$ cat src/rtl/led_stage_indicator_if.sv
// Stage-indicator bundle: game-state inputs toward the LED driver and the
// LED drive / busy flag back. master = game logic side, slave = LED driver.
interface led_stage_indicator_if #(
  parameter int NUM_LEDS = 10,
  parameter int STAGE_W  = 32,
  parameter int PWM_W    = 4
);
  logic [STAGE_W-1:0]  stage;
  logic [1:0]          mode;
  logic                game_over;
  logic [PWM_W-1:0]    brightness;
  logic [NUM_LEDS-1:0] led_control;
  logic                busy;

  modport master (
    output stage, mode, game_over, brightness,
    input  led_control, busy
  );

  modport slave (
    input  stage, mode, game_over, brightness,
    output led_control, busy
  );
endinterface

$ cat src/rtl/led_stage_indicator.sv
// Stage-to-LED bar driver with display modes, level-up blink, game-over
// flash and PWM dimming.
// Ports: clk, resetN (sync, active-low), io (slave): stage, mode,
//   game_over, brightness in; led_control, busy out (both registered).
module led_stage_indicator #(
  parameter int NUM_LEDS     = 10,
  parameter int STAGE_W      = 32,
  parameter int BLINK_DIV    = 12500000,
  parameter int FLASH_BLINKS = 3,
  parameter int PWM_W        = 4
) (
  input logic                   clk,
  input logic                   resetN,
  led_stage_indicator_if.slave  io
);

  localparam int CW     = (BLINK_DIV > 1) ? $clog2(BLINK_DIV) : 1;
  localparam int HALVES = 2 * FLASH_BLINKS;
  localparam int HW     = $clog2(HALVES);
  localparam int SW     = $clog2(NUM_LEDS);

  localparam logic [CW-1:0] BLINK_LAST = CW'(BLINK_DIV - 1);
  localparam logic [HW-1:0] HALF_LAST  = HW'(HALVES - 1);
  localparam logic [SW-1:0] S_MAX      = SW'(NUM_LEDS - 1);

  typedef enum logic [1:0] {
    SHOW      = 2'd0,
    CELEBRATE = 2'd1,
    GAMEOVER  = 2'd2
  } state_e;

  state_e              state_q, state_d;
  logic [NUM_LEDS-1:0] led_q, led_d;
  logic                busy_q, busy_d;
  logic [STAGE_W-1:0]  stage_q;
  logic                primed_q;
  logic [PWM_W-1:0]    pwm_cnt_q;
  logic [CW-1:0]       blink_q, blink_d;
  logic [HW-1:0]       half_q, half_d;
  logic                phase_q, phase_d;

  logic [SW-1:0]       s;
  logic [NUM_LEDS-1:0] pat;
  logic [NUM_LEDS-1:0] pat_g;
  logic                pwm_on;
  logic                levelup;
  logic                tick;

  // Clamp on the full-width stage so large values never alias.
  always_comb begin
    if (io.stage > STAGE_W'(NUM_LEDS - 1)) begin
      s = S_MAX;
    end else begin
      s = io.stage[SW-1:0];
    end
  end

  always_comb begin
    pat = '0;
    unique case (io.mode)
      2'd0: begin
        for (int i = 0; i < NUM_LEDS; i++) begin
          pat[i] = (SW'(i) <= s);
        end
      end
      2'd1: begin
        for (int i = 0; i < NUM_LEDS; i++) begin
          pat[i] = (SW'(i) == s);
        end
      end
      2'd2: pat = NUM_LEDS'(io.stage);
      default: pat = '0;
    endcase
  end

  assign pwm_on  = (&io.brightness) || (pwm_cnt_q < io.brightness);
  assign pat_g   = pwm_on ? pat : '0;
  assign levelup = primed_q && (io.stage > stage_q);
  assign tick    = (blink_q == BLINK_LAST);

  always_comb begin
    state_d = state_q;
    blink_d = tick ? '0 : blink_q + 1'b1;
    phase_d = tick ? ~phase_q : phase_q;
    half_d  = half_q;
    if (io.game_over) begin
      state_d = GAMEOVER;
      half_d  = '0;
      if (state_q != GAMEOVER) begin
        blink_d = '0;
        phase_d = 1'b1;
      end
    end else if (state_q == GAMEOVER) begin
      // Leaving game-over never celebrates, even on a rising stage.
      state_d = SHOW;
      blink_d = '0;
      phase_d = 1'b0;
      half_d  = '0;
    end else if (levelup) begin
      // Entry and retrigger both restart the blink sequence.
      state_d = CELEBRATE;
      blink_d = '0;
      phase_d = 1'b0;
      half_d  = '0;
    end else if (state_q == CELEBRATE) begin
      if (tick) begin
        half_d = half_q + 1'b1;
        if (half_q == HALF_LAST) begin
          state_d = SHOW;
          blink_d = '0;
          phase_d = 1'b0;
          half_d  = '0;
        end
      end
    end else begin
      blink_d = '0;
      phase_d = 1'b0;
      half_d  = '0;
    end
  end

  // Output reflects the state and phase being entered this edge.
  always_comb begin
    led_d = pat_g;
    unique case (state_d)
      CELEBRATE: led_d = phase_d ? pat_g : '0;
      GAMEOVER:  led_d = (phase_d && pwm_on) ? '1 : '0;
      default:   led_d = pat_g;
    endcase
    busy_d = (state_d != SHOW);
  end

  always_ff @(posedge clk) begin
    if (!resetN) begin
      state_q   <= SHOW;
      led_q     <= '1;
      busy_q    <= 1'b0;
      stage_q   <= '0;
      primed_q  <= 1'b0;
      pwm_cnt_q <= '0;
      blink_q   <= '0;
      half_q    <= '0;
      phase_q   <= 1'b0;
    end else begin
      state_q   <= state_d;
      led_q     <= led_d;
      busy_q    <= busy_d;
      stage_q   <= io.stage;
      primed_q  <= 1'b1;
      pwm_cnt_q <= pwm_cnt_q + 1'b1;
      blink_q   <= blink_d;
      half_q    <= half_d;
      phase_q   <= phase_d;
    end
  end

  assign io.led_control = led_q;
  assign io.busy        = busy_q;

endmodule
$ cat src/flat_wrapper.sv
// flat-port wrapper written by rule: the top's interface ports become plain ports
module led_stage_indicator_flat 
#(
  parameter int NUM_LEDS     = 10,
  parameter int STAGE_W      = 32,
  parameter int BLINK_DIV    = 12500000,
  parameter int FLASH_BLINKS = 3,
  parameter int PWM_W        = 4
)
  (clk, resetN, io_stage, io_mode, io_game_over, io_brightness, io_led_control, io_busy);
  led_stage_indicator_if #(.NUM_LEDS(NUM_LEDS), .STAGE_W(STAGE_W), .PWM_W(PWM_W)) io_i ();
  input logic clk;
  input logic resetN;
  input wire logic [$bits(io_i.stage)-1:0] io_stage;
  input wire logic [$bits(io_i.mode)-1:0] io_mode;
  input wire logic [$bits(io_i.game_over)-1:0] io_game_over;
  input wire logic [$bits(io_i.brightness)-1:0] io_brightness;
  output wire logic [$bits(io_i.led_control)-1:0] io_led_control;
  output wire logic [$bits(io_i.busy)-1:0] io_busy;
  assign io_i.stage = io_stage;
  assign io_i.mode = io_mode;
  assign io_i.game_over = io_game_over;
  assign io_i.brightness = io_brightness;
  assign io_led_control = io_i.led_control;
  assign io_busy = io_i.busy;
  led_stage_indicator #(.NUM_LEDS(NUM_LEDS), .STAGE_W(STAGE_W), .BLINK_DIV(BLINK_DIV), .FLASH_BLINKS(FLASH_BLINKS), .PWM_W(PWM_W)) u_core (.clk(clk), .resetN(resetN), .io(io_i));
endmodule
$ cat config.mk
export PLATFORM = sky130hd
export DESIGN_NAME = led_stage_indicator_flat
export DESIGN_NICKNAME = d
export VERILOG_FILES = /design/src/rtl/led_stage_indicator_if.sv /design/src/rtl/led_stage_indicator.sv /design/src/flat_wrapper.sv
export SDC_FILE = /design/constraint.sdc
export NUM_CORES = 1
export LEC_CHECK = 0
export CAP_MARGIN = 20
export CORE_MARGIN = 4
export CORE_UTILIZATION = 56
export DETAILED_ROUTE_END_ITERATION = 10
export PLACE_DENSITY = 0.89
export SLEW_MARGIN = 15
export SYNTH_ARGS = -nofsm -noshare
export SYNTH_HDL_FRONTEND = slang
export SYNTH_SLANG_ARGS = --single-unit
$ cat constraint.sdc
create_clock -name clk -period 4.65 [get_ports clk]
set_input_delay 0.93 -clock clk [delete_from_list [all_inputs] [get_ports clk]]
set_output_delay 0.93 -clock clk [all_outputs]
set_load 0.05 [all_outputs]
# [Yosys cells after proc, flatten, opt, wreduce, memory -nomap -nowiden]
# Index checks and enable logic that the tools add are counted.
# Widths: inputs -> output; s select.
[classes] muxes=30 order_cmp=13 bitwise_logic=3 n_eq_ne=18 n_reduce_logical=8 addsub=3
[op_table] op="$mux 24" count=8
[op_table] op="$gt 32x32->1" count=1
[op_table] op="$gt 32x4->1 const B" count=1
[op_table] op="$mux 10" count=3
[op_table] op="$pmux 10 s3" count=1
[op_table] op="$add 24x1->24 const B" count=1
[op_table] op="$eq 24x24->1 const B" count=1
[op_table] op="$pmux 10 s2" count=1
[op_table] op="$eq 3x4->1 const A" count=4
[op_table] op="$le 3x4->1 const A" count=4
[op_table] op="$mux 2" count=6
[op_table] op="$mux 1" count=9
[op_table] op="$eq 2x4->1 const A" count=2
[op_table] op="$eq 4x4->1 const A" count=2
[op_table] op="$le 1x4->1 const A" count=2
[op_table] op="$le 2x4->1 const A" count=2
[op_table] op="$le 4x4->1 const A" count=2
[op_table] op="$eq 2x1->1 const B" count=3
[op_table] op="$eq 2x2->1 const B" count=3
[op_table] op="$reduce_or 5->1" count=1
[op_table] op="$add 4x1->4 const B" count=1
[op_table] op="$eq 1x4->1 const A" count=1
[op_table] op="$logic_not 4->1" count=1
[op_table] op="$lt 4x4->1" count=1
[op_table] op="11 further kinds" count=14
[word_totals] ff_bits=78

# [Logic depth before layout (Yosys ltp)]
# Gate-level depths: netlist of run 1.
[logic_depth] ltp_word=11 depth_mapped=14 mapped_depth_nobuf=14

# [Worst setup path after synthesis of run 1]
# Ideal clock, no wire load.
[synth_path] path_type="input-to-reg" start="in io_stage[30]" end="reg u_core.led_q[0], in the netlist u_core.io.led_control[0]" setup_time_ps=150 arrival_ps=3402 t_required_ps=4500 setup_slack_ps=1098 stages=13 n_path_buf=0 cell_sequence="ha_1 > nand4_2 > or4_4 > o211ai_1 > a31oi_2 > nor2_1 > a31o_2 > inv_1 > ha_1 > nand2_1 > a21oi_1 > a31oi_2 > o31ai_1"
[synth_lines] item="from (decl)" line_no="flat_wrapper.sv:14" rtl="input wire logic [$bits(io_i.stage)-1:0] io_stage;"
[synth_lines] item="$gt 32x32->1 *" line_no="led_stage_indicator.sv:78" rtl="assign levelup = primed_q && (io.stage > stage_q);"
[synth_lines] item="$logic_and 1x1->1 *" line_no="led_stage_indicator.sv:78"
[synth_lines] item="$mux 2 *" line_no="led_stage_indicator.sv:99" rtl="end else if (levelup) begin"
[synth_lines] item="$mux 2 *" line_no="led_stage_indicator.sv:93" rtl="end else if (state_q == GAMEOVER) begin"
[synth_lines] item="$mux 2 *" line_no="led_stage_indicator.sv:86" rtl="if (io.game_over) begin"
[synth_lines] item="named net u_core.state_d[1]" line_no="led_stage_indicator.sv:32" rtl="state_e state_q, state_d;"
[synth_lines] item="$eq 2x2->1 / $eq 2x1->1 (equally long branches)" line_no="led_stage_indicator.sv:125" rtl="unique case (state_d)"
[synth_lines] item="$pmux 10 s2 *" line_no="led_stage_indicator.sv:125"
[synth_lines] item="to (signal assigned)" line_no="led_stage_indicator.sv:146" rtl="led_q <= led_d;"
[synth_lines] item="to (decl)" line_no="led_stage_indicator.sv:33" rtl="logic [NUM_LEDS-1:0] led_q, led_d;"
# Mark *: on every way through the listed nets, which the timed path passes. The rest lies on a longest branch.
# A chain may end at the register's enable or synchronous reset.

# [Worst setup path after layout of run 1]
[layout_path] start="in io_stage[30]" end="reg u_core.led_q[2], in the netlist u_core.io.led_control[2]"
# Same word-level chain as after synthesis.

==> results.toml, run 1 <==
[drt]
vias_per_cell = 5.52
routed_wirelength_um = 8780
first_pass_iters = 4
drt_iter0_markers = 194
wl_per_cell_um = 14.3
drcViolationCount = 0
ant_nets = 0
vias = 3392

[synth]
synth_seq_cells = 78
synthAdderAreaFrac_pct = 12.2
synth_flop_cell = "dfxtp_1"
synth_area_leaders = "dfxtp_1 38%, ha_1 12%, and2_1 5.3%"
yosys.cell_types.count = 55
netlist_area_um2 = 4100
syn-num-nets = 540
syn_inst = 459
synth_compound_area_share_pct = 12.8
synth_top_family_by_area = "simple AND/OR/NAND/NOR gates"
synth_xor_area_share_pct = 5.34
synth_simple_gate_area_share_pct = 24.9
syn_area_per_cell_um2 = 8.93
synth_mux_area_share_pct = 1.04
synth_seq_area_share_pct = 38.1
synth_largest_area_cell = "dfxtp_1"
yosysWarnings = 0
async_flop_share_pct = 0
netlist.area_leader.share_pct = 38.1
synth_edf_count = 0

[power_and_ir_drop]
p_leak_nw = 1.94
vdd_ir_drop_max_v = 0.000158
p_total_mw = 1.58
powerDensity_nw_per_um2 = 319

[timing]
rsz0062_at_grt = "false"
worst_slew_pin_slew_ps = 1050
setup_ws_ps = 580
slew_headroom_pct = 29.1
final.setup.tns_ps = 0
final_max_slew_viol_count = 0
setup_viol = 0
period_minus_slack_ps = 4070
finClkSkew_ps = 7.80
finalHoldViolCount = 0
fmax_ghz = 0.246
fin_crit_sh_pct = 87.5

[floorplanning]
die_y_um = 93.5
die_area_um2 = 8750
start_util_pct = 59.0
core_region_area_um2 = 6940
fp.dieW_um = 93.5
ios = 52
rows = 30

[layout]
final_cell_mix = "78 x dfxtp_1, 51 x clkdlybuf4s50_1, 44 x inv_1"
layout_commonest_cell = "dfxtp_1"
area_growth_pct = 20.8
n_antenna_cell = 0
final_nets = 596
drive_above_1_share_pct = 8.48
stdcell_area_um2 = 4950

[job]
maxCapViolations = 0

[grt]
grt-ovfl-total = 0
gr-usage-all-layers_pct = 21.3
grt_max_degree = 27
grt_pass1_vias = 3343
grt_pass1_wl_um = 14900
antenna_found_initial = 0

[worst_setup_path]
setup.worst_path.end_class = "flip-flop"
cp_slowest_stage_delay_ps = 540
crit_start = "io_stage[30]"
timing.rr.end = "u_core.io.led_control[2]$_SDFF_PN1_"
setup.worst_path.end = "u_core.io.led_control[2]$_SDFF_PN1_"
critPathArrivalTime_ps = 4270
worstPathMaxFanout = 10
critPathBufInv = 2
crit_path_start_kind = "input port"
path_class = "in2reg"
r2r_cells = 14
cp_slowest_cell = "or4_4"
cp_num_cells = 14
cp_top_family = "compound AO/OA/AOI/OAI gates"
path_cells = "clkdlybuf4s50_1 > ha_1 > nand4_2 > or4_4 > o211ai_1 > a31oi_2 > nor2_1 > a31o_2 > inv_1 > ha_1 > nand2_1 > a21oi_1 > a31oi_2 > o31ai_1"
r2r_start = "u_core.stage_q[23]$_SDFF_PN0_"
cp_data_required_time_ps = 4850
reg2reg_slack_ps = 1310

[clocking]
clk_latency_ps = 360
clock_path_buffers = 2
cts_root_buffer = "clkbuf_8"
cts_buffers = 9
cts_tree = "built"
post-cts-setup-buffer-count = 0
htree_num_levels = 3
cts_sinks = 78
cts_hold_buf = 0
path_clk_slew_ps = 80
post_cts_resized = 0

[hold_path]
hold_start = "u_core.pwm_cnt_q[0]$_SDFF_PN0_"
hold_path_class = "reg2reg"

[placement]
place_congestion = 0.861
port_buffers = 51
dp_hpwl_um = 6780
dpl_cell_area_um2 = 4700
pre_cts_ws_ps = 252

[run_status]
outcome = "completed"
[kinds of logic after synthesis]
family / Yosys count
buf+inv: 56
mux: 4
compound gates: 72
flops: 78
xor+xnor: 25
simple gates: 184
fa+ha+maj: 40
[routing by layer]
metal	routed length, um	up-vias	track usage (%)
li1	-	1715	-
met5	0	-	0
met4	150	0	8.30
met1	3800	1581	26.1
met2	4380	86	36.8
met3	445	10	4.02
[state kept, by name, indices dropped and copies added, names as in the netlist]
register,flops
u_core.blink_q,24
u_core.stage_q,32
u_core.phase_q,1
u_core.io.busy,1
u_core.io.led_control,10
u_core.primed_q,1
u_core.state_q,2
u_core.pwm_cnt_q,4
u_core.half_q,3
[Yosys cell counts (all sizes together) (3+ instances only)]
cell type / n
nand4: 16
clkbuf: 7
and3: 4
nor4: 9
and2: 35
buf: 3
o21ai: 12
or3: 3
inv: 44
a21o: 4
nor2: 47
nand2b: 5
and4: 4
a22oi: 4
nor4b: 3
dfxtp: 78
nor3: 9
xor2: 15
ha: 40
a21oi: 18
a31oi: 5
o31ai: 12
nand3: 14
nor2b: 4
or4: 3
nand2: 23
xnor2: 10
[stage by stage]
step | util, % | std cells | hold WS [ps]
after global placement | 67.7 | 600 | 444
final | 71.3 | 615 | 479
after global routing | 71.3 | 615 | 534
after detailed placement | 67.7 | 600 | 466
after floorplan | - | 459 | 425
after CTS | 71.3 | 615 | 485
[power breakdown]
group | total, mW | switching [mW] | internal (mW)
Sequential | 0.706 | 0.0100 | 0.696
Clock | 0.621 | 0.251 | 0.370
Combinational | 0.252 | 0.143 | 0.110
Total | 1.58 | 0.404 | 1.18
[worst min path at each step]
stage	to	slack [ps]	cells past startpoint
2_1_floorplan	u_core.pwm_cnt_q[0]$_SDFF_PN0_	430	1
3_3_place_gp	u_core.pwm_cnt_q[0]$_SDFF_PN0_	440	1
3_5_place_dp	u_core.pwm_cnt_q[0]$_SDFF_PN0_	470	1
4_1_cts	u_core.pwm_cnt_q[0]$_SDFF_PN0_	480	1
5_1_grt	u_core.blink_q[0]$_SDFF_PN0_	530	1
6_report	u_core.pwm_cnt_q[0]$_SDFF_PN0_	480	1
[area by class of cell]
cell class / count / area, um^2
sequential: 78 / 1560
inverter: 46 / 173
timing repair buffer: 55 / 541
tap: 96 / 120
fill: 515 / 1990
clock inverter: 5 / 108
multi-input combinational: 325 / 2310
clock buffer: 10 / 138
No activity file was read; power rests on OpenSTA's default activity.
==> inputs of run 2 (changes only) <==
ABC_AREA = 1   (was unset)
PLACE_DENSITY = 0.88   (was 0.89)
==> results.toml, run 2 <==
[worst_setup_path]
cp_slowest_cell = "clkdlybuf4s50_1"
timing.rr.end = "u_core.io.led_control[3]$_SDFF_PN1_"
reg2reg_slack_ps = 2080
cp_data_required_time_ps = 4890
crit_path_start_kind = "input port"
worstPathMaxFanout = 10
path_class = "in2reg"
cp_slowest_stage_delay_ps = 560
path_cells = "clkdlybuf4s50_1 > ha_1 > nand2_1 > inv_1 > nand2_1 > nand2_1 > nand2_1 > nand2_1 > nand2_1 > nand2_1 > nand2_1 > nand2_1 > nand2_2 > o21ai_0 > nand3_1 > ha_1 > nand2_1 > nor2_1 > nand3_1 > nand2_1 > inv_2 > nand2_1"
r2r_cells = 18
r2r_start = "u_core.stage_q[31]$_SDFF_PN0_"
cpMostUsedCell = "nand2_1"
setup.worst_path.end_class = "flip-flop"
critPathArrivalTime_ps = 3570

[layout]
layout_commonest_cell = "nand2_1"
area_growth_pct = 18.3
final_cell_mix = "141 x nand2_1, 125 x inv_1, 78 x dfxtp_1"
post-route-util_pct = 68.3
top_register = "u_core.stage_q"
largest_reg_flops = 32
n_antenna_cell = 0
final_nets = 761
drive_above_1_share_pct = 8.91

[drt]
vias_per_cell = 5.14
first_pass_iters = 5
wl_per_cell_um = 12.6
ant_nets = 0
drt_iter0_markers = 251
vias = 4044
routed_wirelength_um = 9950
drcViolationCount = 0

[clocking]
cts_hold_buf = 0
clk_latency_ps = 350
cts_sinks = 78
post_cts_resized = 0
post-cts-setup-buffer-count = 0
htree_num_levels = 3
cts_tree = "built"
cts_buffers = 9
clock_path_buffers = 2
cts_root_buffer = "clkbuf_8"
path_clk_slew_ps = 80

[synth]
synth_edf_count = 0
synthTopCellsByCount = "141 x nand2_1, 125 x inv_1, 78 x dfxtp_1"
synth_seq_cells = 78
netlist_area_um2 = 4480
synthMostInstantiatedCell = "nand2_1"
synth_largest_area_cell = "dfxtp_1"
synth_seq_area_share_pct = 34.8
yosys.cell_types.count = 44
synth_area_leaders = "dfxtp_1 35%, nand2_1 12%, ha_1 11%"
synth_flop_cell = "dfxtp_1"
syn_inst = 623
syn-num-nets = 704
syn_area_per_cell_um2 = 7.19
netlist.area_leader.share_pct = 34.8
yosysWarnings = 0
async_flop_share_pct = 0

[placement]
pre_cts_ws_ps = 1000
dp_hpwl_um = 7640
place_congestion = 0.973
port_buffers = 51

[timing]
rsz0062_at_grt = "false"
slew_headroom_pct = 62.8
period_minus_slack_ps = 3330
worst_slew_pin_slew_ps = 557
finClkSkew_ps = 10.4
setup_ws_ps = 1320
finalHoldViolCount = 0
fin_crit_sh_pct = 71.5
setup_viol = 0
final_max_slew_viol_count = 0
final.setup.tns_ps = 0
fmax_ghz = 0.301

[run_status]
outcome = "completed"

[hold_path]
hold_start = "u_core.blink_q[0]$_SDFF_PN0_"
hold_path_end = "u_core.blink_q[0]$_SDFF_PN0_"
whs_path_depth = 1
hold_path_class = "reg2reg"

[power_and_ir_drop]
vdd_ir_drop_max_v = 0.000190
p_total_mw = 1.49
p_leak_nw = 2.58
powerDensity_nw_per_um2 = 282

[job]
maxCapViolations = 0

[floorplanning]
core_region_area_um2 = 7770
fp.dieW_um = 97.5
die_area_um2 = 9500
rows = 32
ios = 52
start_util_pct = 57.7
die_y_um = 97.5

[grt]
grt_pass1_wl_um = 16800
grt-ovfl-total = 0
gr-usage-all-layers_pct = 21.2
grt_max_degree = 38
grt_pass1_vias = 3867
antenna_found_initial = 0
[run 2: stage by stage]
stage	cells	hold WS, ps	cell area, um^2
global placement	771	435	5100
floorplan	623	427	4480
global route	787	510	5300
detailed placement	771	450	5100
finish	787	462	5300
CTS	787	469	5300
[run 2: metal layers]
metal / wire [um] / share of wire [%] / up-vias / global-route usage [%]
met3: 515 / 5.2 / 30 / 3.95
met1: 4230 / 43 / 1829 / 25.5
met2: 4980 / 50 / 129 / 37.4
met4: 221 / 2.2 / 0 / 7.77
met5: 0 / 0 / - / 0
li1: - / - / 2056 / -
[run 2: worst max path at each step]
stage,start,endpoint,slack [ps],cells past startpoint
2_1_floorplan,io_stage[31],u_core.io.led_control[0]$_SDFF_PN1_,1760,17
3_3_place_gp,io_stage[0],u_core.io.led_control[7]$_SDFF_PN1_,1080,24
3_5_place_dp,io_stage[2],u_core.io.led_control[3]$_SDFF_PN1_,1000,22
4_1_cts,io_stage[2],u_core.io.led_control[3]$_SDFF_PN1_,1340,22
5_1_grt,io_stage[15],u_core.io.led_control[9]$_SDFF_PN1_,1050,18
6_report,io_stage[2],u_core.io.led_control[3]$_SDFF_PN1_,1320,22
[run 2: report_power, final]
part           leakage (nW)  internal, mW  total, mW  switching (mW)
logic                  1.83         0.105      0.262           0.157
registers             0.643         0.696      0.706          0.0100
clock network         0.103         0.265      0.525           0.259
[run 2: logic make-up (layout without fill, tap and decap cells)]
group / Yosys count / after routing / share of synthesized area [%]
adders and majority gates: 40 / 40 / 11.2
DFF: 78 / 78 / 34.8
AOI/OAI and AO/OA: 52 / 52 / 6.59
xor gates and xnor gates: 9 / 9 / 1.76
and+or+nand+nor: 311 / 311 / 34.3
buffers and inverters: 133 / 195 / 11.3
[run 2: layout make-up]
class,count,area [um^2]
well taps,102,128
inverters,127,477
fillers,628,2460
repair buffers,52,518
clock buffers,10,138
multi-input cells,412,2410
flip-flops and latches,78,1560
clock inverters,6,68.8
[run 2: worst max-delay path: cells and delay by family]
family,cells,cell delay [ps]
adders and majority gates,2,730
AOI/OAI and AO/OA,1,70
buffers and inverters,3,760
and+or+nand+nor,16,1070
